<file path="src/rtl/shim_mon_pkg.sv">
// shim_mon_pkg: shared channel constants, scan state encoding and concat unpack helper
package shim_mon_pkg;
  localparam int NUM_CH = 8;
  localparam int ABS_W = 15;
  typedef enum logic {IDLE, SCAN} state_e;
  function automatic logic [ABS_W-1:0] unpack_abs(input logic [NUM_CH*ABS_W-1:0] concat, input int ch);
    return concat[ch*ABS_W +: ABS_W];
  endfunction
endpackage

</file>
<file path="src/rtl/shim_current_limit_monitor_if.sv">
// shim_current_limit_monitor_if: DAC value feed, control pulses and fault outputs of the monitor
interface shim_current_limit_monitor_if;
  import shim_mon_pkg::*;
  logic                    enable;
  logic                    ldac;
  logic [NUM_CH*ABS_W-1:0] abs_dac_val_concat;
  logic                    clear_faults;
  logic [NUM_CH-1:0]       inst_fault_mask;
  logic [NUM_CH-1:0]       integ_fault_mask;
  logic                    shutdown_req;
  logic                    scan_busy;
  modport master (
    output enable, ldac, abs_dac_val_concat, clear_faults,
    input  inst_fault_mask, integ_fault_mask, shutdown_req, scan_busy
  );
  modport slave (
    input  enable, ldac, abs_dac_val_concat, clear_faults,
    output inst_fault_mask, integ_fault_mask, shutdown_req, scan_busy
  );
endinterface

</file>
<file path="src/rtl/leaky_integ_step.sv">
// leaky_integ_step: one saturating leaky-integrator update plus threshold compare
module leaky_integ_step import shim_mon_pkg::*; #(
  parameter int ACC_W = 24,
  parameter int LEAK_SHIFT = 8
) (
  input  logic [ACC_W-1:0] acc,
  input  logic [ABS_W-1:0] abs_val,
  input  logic [ACC_W-1:0] limit,
  output logic [ACC_W-1:0] acc_next,
  output logic             over
);
  logic [ACC_W:0] sum;
  always_comb begin
    sum = {1'b0, acc - (acc >> LEAK_SHIFT)} + (ACC_W+1)'(abs_val);
    acc_next = sum[ACC_W] ? '1 : sum[ACC_W-1:0];
    over = acc_next > limit;
  end
endmodule

</file>
<file path="src/rtl/shim_current_limit_monitor.sv">
// shim_current_limit_monitor: per-channel instantaneous and I^2t-style limit monitor
module shim_current_limit_monitor import shim_mon_pkg::*; #(
  parameter logic [ABS_W-1:0] INST_LIMIT = 15'd30000,
  parameter int LEAK_SHIFT = 8,
  parameter int unsigned INTEG_LIMIT = 6000000,
  parameter logic [15:0] SAMPLE_PERIOD = 16'd1000
) (
  input logic clk,
  input logic resetn,
  shim_current_limit_monitor_if.slave bus
);
  localparam int ACC_W = 16 + LEAK_SHIFT;
  localparam logic [ACC_W-1:0] ACC_LIM = ACC_W'(INTEG_LIMIT);
  logic              ldac_q, ldac_d, chk_q, chk_d, shut_q, shut_d, tick, over, scan;
  logic [ABS_W-1:0]  snap_q [NUM_CH];
  logic [ABS_W-1:0]  snap_d [NUM_CH];
  logic [ACC_W-1:0]  acc_q [NUM_CH];
  logic [ACC_W-1:0]  acc_d [NUM_CH];
  logic [ACC_W-1:0]  acc_step;
  logic [15:0]       cnt_q, cnt_d;
  state_e            state_q, state_d;
  logic [2:0]        ch_idx_q, ch_idx_d;
  logic [NUM_CH-1:0] inst_q, inst_d, integ_q, integ_d, inst_set, integ_set;
  // single shared integrator datapath, steered by the scan index
  leaky_integ_step #(.ACC_W(ACC_W), .LEAK_SHIFT(LEAK_SHIFT)) u_step (
    .acc(acc_q[ch_idx_q]),
    .abs_val(snap_q[ch_idx_q]),
    .limit(ACC_LIM),
    .acc_next(acc_step),
    .over(over)
  );
  always_comb begin
    tick = cnt_q == '0;
    cnt_d = tick ? SAMPLE_PERIOD - 16'd1 : cnt_q - 16'd1;
    ldac_d = bus.ldac;
    chk_d = ldac_q;
    scan = state_q == SCAN;
    state_d = scan ? (ch_idx_q == 3'(NUM_CH-1) ? IDLE : SCAN) : (tick ? SCAN : IDLE);
    ch_idx_d = scan ? ch_idx_q + 3'd1 : '0;
    inst_set = '0;
    integ_set = '0;
    for (int i = 0; i < NUM_CH; i++) begin
      snap_d[i] = ldac_q ? unpack_abs(bus.abs_dac_val_concat, i) : snap_q[i];
      inst_set[i] = chk_q && bus.enable && snap_q[i] > INST_LIMIT;
      acc_d[i] = !bus.enable ? '0 : (scan && ch_idx_q == 3'(i)) ? acc_step : acc_q[i];
      integ_set[i] = scan && ch_idx_q == 3'(i) && bus.enable && over;
    end
    inst_d = (bus.clear_faults ? '0 : inst_q) | inst_set;
    integ_d = (bus.clear_faults ? '0 : integ_q) | integ_set;
    shut_d = |{inst_q, integ_q};
  end
  always_ff @(posedge clk) begin
    if (!resetn) begin
      ldac_q <= 1'b0;
      chk_q <= 1'b0;
      snap_q <= '{default: '0};
      acc_q <= '{default: '0};
      cnt_q <= '0;
      state_q <= IDLE;
      ch_idx_q <= '0;
      inst_q <= '0;
      integ_q <= '0;
      shut_q <= 1'b0;
    end else begin
      ldac_q <= ldac_d;
      chk_q <= chk_d;
      snap_q <= snap_d;
      acc_q <= acc_d;
      cnt_q <= cnt_d;
      state_q <= state_d;
      ch_idx_q <= ch_idx_d;
      inst_q <= inst_d;
      integ_q <= integ_d;
      shut_q <= shut_d;
    end
  end
  assign bus.inst_fault_mask = inst_q;
  assign bus.integ_fault_mask = integ_q;
  assign bus.shutdown_req = shut_q;
  assign bus.scan_busy = state_q == SCAN;
endmodule

</file>
<file path="src/flat_wrapper.sv">
// flat-port wrapper written by rule: the top's interface ports become plain ports
module shim_current_limit_monitor_flat import shim_mon_pkg::*;
#(
  parameter logic [ABS_W-1:0] INST_LIMIT = 15'd30000,
  parameter int LEAK_SHIFT = 8,
  parameter int unsigned INTEG_LIMIT = 6000000,
  parameter logic [15:0] SAMPLE_PERIOD = 16'd1000
)
  (clk, resetn, bus_enable, bus_ldac, bus_abs_dac_val_concat, bus_clear_faults, bus_inst_fault_mask, bus_integ_fault_mask, bus_shutdown_req, bus_scan_busy);
  shim_current_limit_monitor_if bus_i ();
  input logic clk;
  input logic resetn;
  input wire logic [$bits(bus_i.enable)-1:0] bus_enable;
  input wire logic [$bits(bus_i.ldac)-1:0] bus_ldac;
  input wire logic [$bits(bus_i.abs_dac_val_concat)-1:0] bus_abs_dac_val_concat;
  input wire logic [$bits(bus_i.clear_faults)-1:0] bus_clear_faults;
  output wire logic [$bits(bus_i.inst_fault_mask)-1:0] bus_inst_fault_mask;
  output wire logic [$bits(bus_i.integ_fault_mask)-1:0] bus_integ_fault_mask;
  output wire logic [$bits(bus_i.shutdown_req)-1:0] bus_shutdown_req;
  output wire logic [$bits(bus_i.scan_busy)-1:0] bus_scan_busy;
  assign bus_i.enable = bus_enable;
  assign bus_i.ldac = bus_ldac;
  assign bus_i.abs_dac_val_concat = bus_abs_dac_val_concat;
  assign bus_i.clear_faults = bus_clear_faults;
  assign bus_inst_fault_mask = bus_i.inst_fault_mask;
  assign bus_integ_fault_mask = bus_i.integ_fault_mask;
  assign bus_shutdown_req = bus_i.shutdown_req;
  assign bus_scan_busy = bus_i.scan_busy;
  shim_current_limit_monitor #(.INST_LIMIT(INST_LIMIT), .LEAK_SHIFT(LEAK_SHIFT), .INTEG_LIMIT(INTEG_LIMIT), .SAMPLE_PERIOD(SAMPLE_PERIOD)) u_core (.clk(clk), .resetn(resetn), .bus(bus_i));
endmodule
</file>
<file path="config.mk">
export PLATFORM = sky130hd
export DESIGN_NAME = shim_current_limit_monitor_flat
export DESIGN_NICKNAME = d
export VERILOG_FILES = /design/src/rtl/shim_mon_pkg.sv /design/src/rtl/shim_current_limit_monitor_if.sv /design/src/rtl/leaky_integ_step.sv /design/src/rtl/shim_current_limit_monitor.sv /design/src/flat_wrapper.sv
export SDC_FILE = /design/constraint.sdc
export NUM_CORES = 1
export LEC_CHECK = 0
export ABC_AREA = 1
export CAP_MARGIN = 20
export CORE_MARGIN = 2
export CORE_UTILIZATION = 50
export DETAILED_ROUTE_END_ITERATION = 12
export GPL_TIMING_DRIVEN = 0
export HOLD_SLACK_MARGIN = 0.1
export PLACE_DENSITY = 0.79
export SLEW_MARGIN = 10
export SYNTH_ARGS = -nofsm -noshare
export SYNTH_HDL_FRONTEND = slang
export SYNTH_SLANG_ARGS = --single-unit
</file>
<file path="constraint.sdc">
create_clock -name clk -period 7.86 [get_ports clk]
set_clock_uncertainty 0.1 [all_clocks]
set_input_delay 1.572 -clock clk [delete_from_list [all_inputs] [get_ports clk]]
set_output_delay 1.572 -clock clk [all_outputs]
set_load 0.01 [all_outputs]
</file>
==> results.md <==
- Status: completed
- Max_slew headroom: 0.349
- Post-route ant nets: 0
- Clk root buf: clkbuf_16
- Drt first pass iters: 6
- Global-route wire length before repair: between 100 and 150 mm
- P&R area growth vs syn: 18.7%
- Wire per inst: around 19 µm
- CTS tree: built
- Core ar.: 0.0364 mm²
- Layout cells sized above 1: 0.0503
- Ant. Diodes: 0
- Critical path peak fanout: 10
- Fmax: 0.132 GHz
- CTS Buf Count: 40
- Reg area: approximately 0.0070 mm²
- CP bufs+invs: 8
- Final worst-path cycle share: 0.966
- Initial antenna violation count: 0
- Number of synthesized register bits: roughly 350
- Clock Tree Buf Depth: 3
- Setup tns final: 0 ns
- Vias: between 15k and 20k
- Num rows: 70
- Initial drt markers: about 2.3k
- Final hold violations: 0
- Boundary Pins: 143
- Syn Std Cell Area: between 0.015 and 0.02 mm²
- Worst setup EP type: flip-flop
- Worst-path clk slew: roughly 0.060 ns
- Hold_buf cts: 0
- Grt total ovfl: 0
- Die area: between 0.03 and 0.04 mm²
- CP delay by family, top: simple AND/OR/NAND/NOR gates
- Period minus WS final: 7.59 ns
- Synth warnings: 0
- Largest net degree at the start of global routing: 15
- Slowest Stage Delay on Critical Path: 0.58 ns
- Final Setup Violations: 0
- WL final: approximately 66 mm
- Main synth FF type: dfxtp_1
- Met3 Track Usage GR: 0.0540
- Synth Net Count: 2935
- Multi-input gate area: slightly below 0.009 mm²
- Required time of the critical path: a little over 8 ns
- Final Max Tran Viols: 0
- Crit start category: flip-flop
- Initial Util: 0.506
- Input/output buffers: between 100 and 150
- RSZ-0062 raised after global routing: no
- Worst skew pair latency: slightly below 0.6 ns
- Die H: slightly below 200 µm
- Final #Nets: 3117
- Vias/cell: roughly 5.8
- Vias in the first global route: roughly 19k
- Slew @ Worst Pin: a little under 1 ns
- Chip Width: between 150 and 200 µm
- Final Wtd Congestion: between 0.9 and 1
- Top cells by area, synth: dfxtp_1, o21ai_0, inv_1, a21oi_1, nand2_1
- CTS H-tree depth: 2
- Ys async rst share: 0
- Setup CP Type: flip-flop to flip-flop
- Fill count: between 3k and 4k
- Number of remaining DRC errors: 0
- GRT Total Usage: 0.338
- Max_cap viols: 0
- EDFF count, synth: 0
- Average size of a mapped cell: ~6.7 µm²
- Post-synthesis sequential area ratio: 0.381
- Grt met2 use: 0.543
- CP most frequent cell: nand3_1
- Min Hold Slack: ~0.37 ns
- Setup Fix Bufs, Post-CTS: 0
- Yosys top cell area share: 0.381
- CP arrival: 7.91 ns
- Mapped Cells: between 2k and 3k
- Met1 Usage GRT: 0.410
- Yosys top cell by area: dfxtp_1
- Hpwl dp: between 40 and 50 mm
- Hold Crit Class: flip-flop to flip-flop
- CP max-delay cell: dfxtp_1
- Library cells used by synthesis: 46
- GRT busiest layer: met2
- Sink Count: 351
[layout by cell type, fill, tap and decap left out, types with 10 or more instances in the layout]
cell,count
buf_1,13
nand4_1,28
o21ai_0,430
o211ai_1,34
clkinv_2,10
nor2_1,269
ha_1,38
clkbuf_1,120
nand2_1,357
a31oi_1,32
o21bai_1,11
clkbuf_16,42
clkdlybuf4s50_1,141
nand2_2,12
nand3_1,98
xnor2_1,13
inv_1,484
xor2_1,16
dfxtp_1,351
a21oi_1,347
clkbuf_2,14
[routing by layer]
| metal | part of all wire | up-vias |
|---|---|---|
| met3 | 0.097 | 297 |
| met4 | 0.076 | 0 |
| li1 | - | 9312 |
| met2 | 0.44 | 1156 |
| met5 | 0 | - |
| met1 | 0.38 | 9121 |
[sequential cells by signal, indices dropped and copies added (netlist names), 3 cells and up]
signal / count
u_core.acc_q: 192
u_core.snap_q: 120
u_core.cnt_q: 16
u_core.bus.inst_fault_mask: 8
u_core.bus.integ_fault_mask: 8
u_core.ch_idx_q: 3
[per-stage QoR]
| stage | worst slack (ns) | utilization | area [µm²] | std cells |
|---|---|---|---|---|
| after floorplan | 2.35 | - | 18400 | 2770 |
| after global placement | 0.258 | 0.561 | 20400 | 3379 |
| after detailed placement | 0.158 | 0.561 | 20400 | 3379 |
| after CTS | 0.146 | 0.601 | 21900 | 3453 |
| after global routing | 0.0157 | 0.601 | 21900 | 3452 |
| final | 0.269 | 0.601 | 21900 | 3452 |
[cells by family after synthesis]
family,synth area share
AO/OA/AOI/OAI,0.251
XOR/XNOR,0.0138
adder cells (fa/ha/maj),0.0279
buffers and inverters,0.137
flip-flops,0.381
AND/OR/NAND/NOR,0.189
[worst paths after layout]
path / from / endpoint / slack [ns] / depth (start not counted)
max reg2reg: u_core.ch_idx_q[0]$_SDFF_PN0_ / u_core.bus.integ_fault_mask[3]$_SDFF_PN0_ / 0.27 / 37
max: u_core.ch_idx_q[0]$_SDFF_PN0_ / u_core.bus.integ_fault_mask[3]$_SDFF_PN0_ / 0.27 / 37
min: u_core.cnt_q[0]$_SDFF_PN0_ / u_core.cnt_q[0]$_SDFF_PN0_ / 0.37 / 1
min reg2reg: u_core.cnt_q[0]$_SDFF_PN0_ / u_core.cnt_q[0]$_SDFF_PN0_ / 0.37 / 1
[cells in the mapped netlist (all sizes together) (2+ instances only)]
cell / number
inv: 491
o21ai: 434
nand2: 376
dfxtp: 351
a21oi: 347
nor2: 279
clkbuf: 129
nand3: 105
ha: 38
o211ai: 34
buf: 33
a31oi: 32
nand4: 28
xor2: 16
xnor2: 13
o21bai: 11
nor3: 7
a221oi: 6
o22ai: 6
nor4: 5
or2: 5
a21boi: 4
clkinv: 4
and3: 3
o31ai: 3
a2111oi: 2
fa: 2
[layout make-up]
class	instances	area share
Clock inverter	21	0.0118
Buffer	161	0.0314
Timing Repair Buffer	141	0.0644
Inverter	495	0.0848
Tap cell	468	0.0267
Multi-Input combinational cell	1762	0.406
Sequential cell	351	0.321
Clock buffer	53	0.0540
[repair_timing]
item                                   CTS  global route
setup endpoints to repair                0             8
resized for setup                        0            25
endpoints found under the hold margin    0             0
Power is left out: the tool's default activity adds up to more than one toggle a clock period on the data nets, which glitch-free logic cannot reach.
